**config.mk**
```make
export PLATFORM = sky130hd
export DESIGN_NAME = wb_bus_arbiter_flat
export DESIGN_NICKNAME = d
export VERILOG_FILES = /design/src/rtl/wb_bus_arbiter_pkg.sv /design/src/rtl/wb_bus_arbiter_if.sv /design/src/rtl/wb_bus_arbiter_rr_pick.sv /design/src/rtl/wb_bus_arbiter.sv /design/src/flat_wrapper.sv
export SDC_FILE = /design/constraint.sdc
export NUM_CORES = 1
export LEC_CHECK = 0
export BUFFER_PORTS_ARGS = -buffer_cell sky130_fd_sc_hd__buf_2
export CAP_MARGIN = 10
export CORE_MARGIN = 2
export CORE_UTILIZATION = 41
export CTS_BUF_LIST = sky130_fd_sc_hd__clkbuf_4 sky130_fd_sc_hd__clkbuf_8 sky130_fd_sc_hd__clkbuf_16
export CTS_CLUSTER_DIAMETER = 100
export DETAILED_ROUTE_END_ITERATION = 8
export SYNTH_ARGS = -nofsm -noshare
export SYNTH_HDL_FRONTEND = slang
export SYNTH_SLANG_ARGS = --single-unit
```
**constraint.sdc**
```tcl
create_clock -name clk -period 2.3 [get_ports clk]
set_clock_uncertainty 0.1 [all_clocks]
set_input_delay 0.23 -clock clk [delete_from_list [all_inputs] [get_ports clk]]
set_output_delay 0.23 -clock clk [all_outputs]
set_load 0.01 [all_outputs]
```
**src/rtl/wb_bus_arbiter_pkg.sv**
```systemverilog
// -----------------------------------------------------------------------------
// wb_arb_pkg
// Shared constants for the write-back bus arbiter: FSM state encoding,
// requester/owner codes and the owner -> mux-select decode table.
// No ports (package).
// -----------------------------------------------------------------------------
package wb_arb_pkg;

  typedef enum logic [1:0] {
    ST_IDLE    = 2'd0,
    ST_GRANT   = 2'd1,
    ST_RELEASE = 2'd2
  } state_t;

  localparam logic [1:0] OWN_ALU = 2'd0;
  localparam logic [1:0] OWN_MM  = 2'd1;
  localparam logic [1:0] OWN_IO  = 2'd2;
  localparam logic [1:0] OWN_CC  = 2'd3;

  // Each entry is {sel_alucc, sel_mmio, sel_io}, indexed by owner code.
  localparam logic [3:0][2:0] SEL_TABLE = {3'b111, 3'b110, 3'b100, 3'b000};

  function automatic logic [2:0] sel_decode(input logic [1:0] own);
    return SEL_TABLE[own];
  endfunction

endpackage

```
**src/rtl/wb_bus_arbiter_if.sv**
```systemverilog
// -----------------------------------------------------------------------------
// wb_bus_arbiter_if
// Bundles the requester-side handshake and the arbiter outputs.
//   req[3:0]   requests (bit0 ALU, bit1 MM, bit2 IO, bit3 CC)
//   last[3:0]  final-beat flag per requester
//   gnt[3:0]   one-hot grant
//   owner[1:0] current/last owner code
//   sel_*      write-back mux selects
//   busy       arbiter not idle
//   abort      owner dropped req before its last beat
// master: requester side; slave: arbiter side.
// -----------------------------------------------------------------------------
interface wb_bus_arbiter_if;
  logic [3:0] req;
  logic [3:0] last;
  logic [3:0] gnt;
  logic [1:0] owner;
  logic       sel_alucc;
  logic       sel_mmio;
  logic       sel_io;
  logic       busy;
  logic       abort;

  modport master (
    output req, last,
    input  gnt, owner, sel_alucc, sel_mmio, sel_io, busy, abort
  );

  modport slave (
    input  req, last,
    output gnt, owner, sel_alucc, sel_mmio, sel_io, busy, abort
  );
endinterface

```
**src/rtl/wb_bus_arbiter_rr_pick.sv**
```systemverilog
// -----------------------------------------------------------------------------
// rr_pick
// Combinational round-robin search: starting at i_ptr, scan ascending with
// wrap 3->0 and return the first requester found.
//   i_req[3:0]    request vector
//   i_ptr[1:0]    highest-priority index for this search
//   o_winner[1:0] winning requester code (i_ptr when nothing is requested)
//   o_valid       at least one request present
// -----------------------------------------------------------------------------
module rr_pick (
  input  logic [3:0] i_req,
  input  logic [1:0] i_ptr,
  output logic [1:0] o_winner,
  output logic       o_valid
);

  logic [1:0] w_idx;

  // Scan from the lowest priority offset upward so the highest priority
  // hit is the one left standing after the loop.
  always_comb begin
    o_winner = i_ptr;
    o_valid  = 1'b0;
    w_idx    = '0;
    for (int k = 3; k >= 0; k--) begin
      w_idx = i_ptr + 2'(k);
      if (i_req[w_idx]) begin
        o_winner = w_idx;
        o_valid  = 1'b1;
      end
    end
  end

endmodule

```
**src/rtl/wb_bus_arbiter.sv**
```systemverilog
// -----------------------------------------------------------------------------
// wb_bus_arbiter
// Four-way round-robin arbiter for the final write-back bus. A grant lasts
// until the owner flags its last beat, hits HOLD_MAX beats, or drops its
// request (abort). Every grant is followed by one turnaround cycle.
//   clk   system clock
//   rst   synchronous, active-low reset
//   bus   wb_bus_arbiter_if.slave (req/last in; gnt/owner/selects/busy/abort out)
// Parameter HOLD_MAX: maximum beats per grant (1..15).
// -----------------------------------------------------------------------------
module wb_bus_arbiter
  import wb_arb_pkg::*;
#(
  parameter int HOLD_MAX = 4
) (
  input logic              clk,
  input logic              rst,
  wb_bus_arbiter_if.slave  bus
);

  localparam logic [3:0] HOLD_LIM = 4'(HOLD_MAX - 1);

  state_t     r_state, w_state_nxt;
  logic [1:0] r_owner, w_owner_nxt;
  logic [1:0] r_ptr,   w_ptr_nxt;
  logic [3:0] r_cnt,   w_cnt_nxt;
  logic [3:0] r_gnt,   w_gnt_nxt;
  logic [2:0] r_sel;
  logic       r_busy,  w_busy_nxt;
  logic       r_abort, w_abort_nxt;

  logic [1:0] w_win;
  logic       w_win_vld;
  logic       w_req_own;
  logic       w_last_own;
  logic       w_limit;

  assign w_req_own  = bus.req[r_owner];
  assign w_last_own = bus.last[r_owner];
  // r_cnt holds beats already taken, so this beat is number r_cnt+1.
  assign w_limit    = (r_cnt == HOLD_LIM);

  // The pointer always sits one past the latest owner, which also makes
  // the owner just released the lowest priority during RELEASE.
  rr_pick u_rr_pick (
    .i_req    (bus.req),
    .i_ptr    (r_ptr),
    .o_winner (w_win),
    .o_valid  (w_win_vld)
  );

  always_comb begin
    w_state_nxt = r_state;
    w_owner_nxt = r_owner;
    w_ptr_nxt   = r_ptr;
    w_cnt_nxt   = r_cnt;
    w_abort_nxt = 1'b0;
    case (r_state)
      ST_IDLE, ST_RELEASE: begin
        if (w_win_vld) begin
          w_state_nxt = ST_GRANT;
          w_owner_nxt = w_win;
          w_ptr_nxt   = w_win + 2'd1;
          w_cnt_nxt   = 4'd0;
        end else begin
          w_state_nxt = ST_IDLE;
        end
      end
      ST_GRANT: begin
        if (w_req_own) begin
          if (w_last_own || w_limit) begin
            w_state_nxt = ST_RELEASE;
          end else begin
            w_cnt_nxt = r_cnt + 4'd1;
          end
        end else begin
          // Owner withdrew; only an unflagged withdrawal is an abort.
          w_state_nxt = ST_RELEASE;
          w_abort_nxt = ~w_last_own;
        end
      end
      default: w_state_nxt = ST_IDLE;
    endcase
    w_gnt_nxt  = (w_state_nxt == ST_GRANT) ? (4'b0001 << w_owner_nxt) : 4'b0000;
    w_busy_nxt = (w_state_nxt != ST_IDLE);
  end

  always_ff @(posedge clk) begin
    if (!rst) begin
      r_state <= ST_IDLE;
    end else begin
      r_state <= w_state_nxt;
    end
  end

  // Registered outputs and bookkeeping; selects follow the owner, which
  // only changes on a new grant, so they hold through RELEASE and IDLE.
  always_ff @(posedge clk) begin
    if (!rst) begin
      r_owner <= OWN_ALU;
      r_ptr   <= OWN_ALU;
      r_cnt   <= 4'd0;
      r_gnt   <= 4'd0;
      r_sel   <= 3'b000;
      r_busy  <= 1'b0;
      r_abort <= 1'b0;
    end else begin
      r_owner <= w_owner_nxt;
      r_ptr   <= w_ptr_nxt;
      r_cnt   <= w_cnt_nxt;
      r_gnt   <= w_gnt_nxt;
      r_sel   <= sel_decode(w_owner_nxt);
      r_busy  <= w_busy_nxt;
      r_abort <= w_abort_nxt;
    end
  end

  assign bus.gnt       = r_gnt;
  assign bus.owner     = r_owner;
  assign bus.sel_alucc = r_sel[2];
  assign bus.sel_mmio  = r_sel[1];
  assign bus.sel_io    = r_sel[0];
  assign bus.busy      = r_busy;
  assign bus.abort     = r_abort;

endmodule

```
**src/flat_wrapper.sv**
```systemverilog
// flat-port wrapper written by rule: the top's interface ports become plain ports
module wb_bus_arbiter_flat import wb_arb_pkg::*;
#(
  parameter int HOLD_MAX = 4
)
  (clk, rst, bus_req, bus_last, bus_gnt, bus_owner, bus_sel_alucc, bus_sel_mmio, bus_sel_io, bus_busy, bus_abort);
  wb_bus_arbiter_if bus_i ();
  input logic clk;
  input logic rst;
  input wire logic [$bits(bus_i.req)-1:0] bus_req;
  input wire logic [$bits(bus_i.last)-1:0] bus_last;
  output wire logic [$bits(bus_i.gnt)-1:0] bus_gnt;
  output wire logic [$bits(bus_i.owner)-1:0] bus_owner;
  output wire logic [$bits(bus_i.sel_alucc)-1:0] bus_sel_alucc;
  output wire logic [$bits(bus_i.sel_mmio)-1:0] bus_sel_mmio;
  output wire logic [$bits(bus_i.sel_io)-1:0] bus_sel_io;
  output wire logic [$bits(bus_i.busy)-1:0] bus_busy;
  output wire logic [$bits(bus_i.abort)-1:0] bus_abort;
  assign bus_i.req = bus_req;
  assign bus_i.last = bus_last;
  assign bus_gnt = bus_i.gnt;
  assign bus_owner = bus_i.owner;
  assign bus_sel_alucc = bus_i.sel_alucc;
  assign bus_sel_mmio = bus_i.sel_mmio;
  assign bus_sel_io = bus_i.sel_io;
  assign bus_busy = bus_i.busy;
  assign bus_abort = bus_i.abort;
  wb_bus_arbiter #(.HOLD_MAX(HOLD_MAX)) u_core (.clk(clk), .rst(rst), .bus(bus_i));
endmodule
```
Word-level counts from Yosys, hierarchy flattened
Cells that the tools add are included.
- output and inout bits: 11
- register bits after elaboration: 19
- logic and storage cells: 71
- bitwise operators: 3
- multiplexer cells: 32
- shift-type cells: 1
- equality and inequality tests: 7
- reduce and logical (&&, ||, !) cells: 9
- magnitude comparators: 6
- add/sub/neg operators: 5
- operators with widths (operator ; number):
    2-bit by 3-bit < comparator with 1-bit output, second input constant ; 6
    2-bit two-way mux ; 8
    1-bit binary-select mux with 2-bit select ; 6
    4-bit two-way mux ; 3
    1-bit two-way mux ; 11
    4-bit case mux with 2 select lines ; 1
    3-bit binary-select mux with 2-bit select ; 1
    2-bit by 1-bit adder with 2-bit output, second input constant ; 2
    2-bit adder, second input constant ; 2
    4-bit by 1-bit adder with 4-bit output, second input constant ; 1
    2-bit by 1-bit == test with 1-bit output, second input constant ; 2
    4-bit by 2-bit == test with 1-bit output, second input constant ; 1
    2-bit inequality test, second input constant ; 2
    2-bit case mux with 2 select lines ; 1
    2-bit AND reduction ; 2
    4-bit AND reduction ; 1
    2-bit nonzero test ; 2
    1-bit by 2-bit << shifter with 4-bit output, first input constant ; 1
    3-bit two-way mux ; 1
    1-bit NOT ; 3
    3-bit OR reduction ; 1
    2-bit == test, second input constant ; 1
    2-bit zero test ; 1
    2-bit by 1-bit inequality test with 1-bit output, second input constant ; 1
    2 further kinds ; 2

Depth between registers and ports, before layout
- word-level depth: 11
- mapped depth: 7

Modules after synthesis
From an unflattened synthesis, not the netlist that was laid out.
- cell total of the unflattened synthesis: 98
- area, all modules: 858.3 um^2
- by module, submodules not included (module ; seq. area each (um^2) ; times used ; cells an instance ; area each (um^2)):
    wb_bus_arbiter ; 360.3 ; 1 ; 82 ; 758.2
    rr_pick ; 0.0 ; 1 ; 16 ; 100.1

Worst setup path after synthesis
OpenSTA, ideal clock, no wires.
- path kind: reg2reg
- start point: register u_core.r_owner[0], in the netlist u_core.bus.owner[0]
- end point: register u_core.r_gnt[0], in the netlist u_core.bus.gnt[0]
- period minus slack after synthesis: 1873 ps
- setup time: 115 ps
- required time: 2085 ps
- stages on the path, launching flop included: 7
- data arrival time: 1657 ps
- path buffers: 0
- slack: 427 ps
- cells stage by stage: dfxtp_1 mux4_2 and4bb_4 or2_1 nand2_2 inv_1 and3_1
- longest elaborated chain between the ends: 8
- elaborated cells on any way between the ends: 13
- RTL lines (element ; line ; RTL):
    from (decl) ; wb_bus_arbiter.sv:24 ; logic [1:0] r_owner, w_owner_nxt;
    from (signal assigned) ; wb_bus_arbiter.sv:108 ; r_owner <= w_owner_nxt;
    1-bit binary-select mux with 2-bit select ; wb_bus_arbiter.sv:39 ; assign w_last_own = bus.last[r_owner];
    1-bit two-way mux (implied by the code) ; wb_bus_arbiter.sv:39 ;
    1-bit logical OR ; wb_bus_arbiter.sv:71 ; if (w_last_own || w_limit) begin
    2-bit two-way mux ; wb_bus_arbiter.sv:71 ;
    2-bit two-way mux ; wb_bus_arbiter.sv:70 ; if (w_req_own) begin
    2-bit case mux with 2 select lines ; wb_bus_arbiter.sv:58 ; case (r_state)
    2-bit by 1-bit == test with 1-bit output ; wb_bus_arbiter.sv:84 ; w_gnt_nxt = (w_state_nxt == ST_GRANT) ? (4'b0001 << w_owner_nxt) : 4'b0000;
    2-bit AND reduction (no line) ; n/a ;
    to (signal assigned) ; wb_bus_arbiter.sv:111 ; r_gnt <= w_gnt_nxt;
    to (decl) ; wb_bus_arbiter.sv:27 ; logic [3:0] r_gnt, w_gnt_nxt;
Several ways; a longest one is shown, not always the timed one. The select of a mux whose other input is x is not followed.
A chain may end at the register's enable or synchronous reset.

Worst setup path after layout
Same ends and word-level chain as after synthesis.

==> results.txt <==
vias in the first global route: 620
FFs w/ async S/R, synth: 0
Worst path slowest cell: mux4_2
delay of the slowest critical-path stage: 0.56 ns
diode count: 0
Max-Cap Viols: 0
core box area: 0.00178 sq mm
most common cell after layout, fill and taps aside: buf_2
Post-CTS Setup Inserts: 0
total track usage: 0.167
final WL: 1520 um
post-cts resize count: 0
Hold Fails Final Rpt: 0
die width: 48.1 um
Max VDD drop: 0.537 mV
number of synthesized register bits: 18
syn nets: 92
final count of pins violating max slew: 0
Final Critical Period: 1.96 ns
global route total overflow: 0
number of H-tree levels: 1
DR WL/cell: 11.9 um
Final nets: 115
leading area contributor after synthesis: dfxtp_1
Placed Cells: 124
status: finished, final reports clean
crit-path cells: mux4_2, and4bb_4, or2_1, nand2_2, inv_1, and3_1
CP endpoint kind: flop
first-pass GRT wire length: 2620 um
Fmax achieved: 509 MHz
die height: 48.1 um
# setup viols final: 0
Yosys cell types: 32
post-synth top area share: 0.453
PD cells: 753 mW/mm^2
share of cells above drive strength 1: 0.311
CTS clk-pin slew, worst paths: 0.10 ns
Final period util: 0.854
clk sinks: 18
vias per std cell: 5.05
Startpoint Class: flop
IO buf count: 20
CTS Hold Bufs: 0
final worst slack: 0.337 ns
pre-CTS setup slack: 0.342 ns
synthesized instance count: 81
Main synth FF type: dfxtp_1
P_leak: 0.409 nW
maximum root-to-sink buffer count: 2
Setup TNS: 0 ns
Rel. slew slack: 0.669
pin count of the biggest net entering global routing: 15
most frequent cells in the layout: buf_2 (20), dfxtp_1 (18), nand2_1 (7), nor2b_1 (6)
post-DP HPWL: 1140 um
RSZ-0062 raised after global routing: no
Clock Latency Late Sink: 0.29 ns
Placer Congestion: 0.736
row count: 15
CTS root buf: clkbuf_4
CTS Buf Count: 3
yosys warns: 0
HP Class: in2reg
Pwr Total: 0.717 mW
drt drc: 0
EDFF count, synth: 0
CP arrival: 2.06 ns
Area contributors post-synth: dfxtp_1 (45%), mux4_2 (5.7%), nor2b_1 (4.7%)
Initial Util: 0.446
required time worst endpoint: 2.39 ns
die footprint: 0.00231 sq mm
Non-Filler Instances: 128
CTS tree: built
Least-Margin Pin Slew: 0.483 ns
worst-path fanout max: 7
TritonRoute pass-1 iters: 4
via count: 647
Syn Std Cell Area: 796 sq um
Detailed Route Iter0 Violations: 9
post-synthesis sequential area ratio: 0.453
number of I/O pins: 21
Avg Inst Size Synth: 9.82 sq um
Setup CP Type: reg2reg
initial antenna violation count: 0
antenna-violating nets left: 0
Area Growth Syn to Fin: 19.7%
==> layout make-up <==
cell class / instances / area [sq um]
inverter: 3 / 11.3
timing repair buffer: 20 / 100
tap: 25 / 31.3
fill: 172 / 831
sequential: 18 / 360
clock buffer: 4 / 36.3
multi-input combinational: 58 / 413
==> worst max-delay path, delay by kind of cell, from the launching register on <==
kind	cells	cell delay, ns
buffers and inverters	1	0.05
muxes	1	0.56
and+or+nand+nor	4	0.69
DFF	1	0.44
==> report_power, final <==
part,internal (mW),switching (mW)
sequential,0.341,0.0212
combinational,0.0778,0.0849
clock,0.0964,0.0958
==> Yosys cell counts (2+ instances only) <==
cell type	instances
mux2i_1	3
o21ai_0	5
mux4_2	2
nor2_1	5
dfxtp_1	18
xor2_1	2
nand2_1	7
a21oi_1	4
nor3b_1	5
nor2b_1	6
inv_1	3
==> metal layers <==
layer | GRT usage | vias to the layer above | routed length, um
met4 | 0.0486 | 0 | 12
met3 | 0.0566 | 2 | 55
met5 | 0 | - | 0
li1 | - | 329 | -
met2 | 0.275 | 14 | 725
met1 | 0.206 | 302 | 723
==> final timing paths <==
check,start,end,slack [ns],cells past startpoint
max reg2reg,u_core.bus.owner[0],u_core.bus.gnt[0],0.34,6
min,rst,u_core.r_state[1],0.17,3
min reg2reg,u_core.r_state[1],u_core.r_state[1],0.43,3
max,u_core.bus.owner[0],u_core.bus.gnt[0],0.34,6
==> state kept, by name, summed over array words and instances, names as in the netlist <==
name,cells
u_core.bus.abort,1
u_core.bus.busy,1
u_core.bus.gnt,4
u_core.bus.owner,1
u_core.r_cnt,4
u_core.r_ptr,2
u_core.r_sel,3
u_core.r_state,2
==> cells by family after synthesis <==
family,Yosys count,synth area share
adder cells (fa/ha/maj),1,0.0157
flip-flops,18,0.453
XOR/XNOR,3,0.0330
multiplexers,5,0.0943
buffers and inverters,5,0.0283
AO/OA/AOI/OAI,15,0.116
AND/OR/NAND/NOR,34,0.259
==> metrics by stage <==
step	cell area, sq um	utilization	hold WS [ns]
after floorplan	796	-	0.258
after global placement	916	0.514	0.395
after detailed placement	916	0.514	0.416
after CTS	952	0.534	0.160
after global routing	952	0.534	0.183
final	952	0.534	0.172
(Power assumes the default switching activity.)
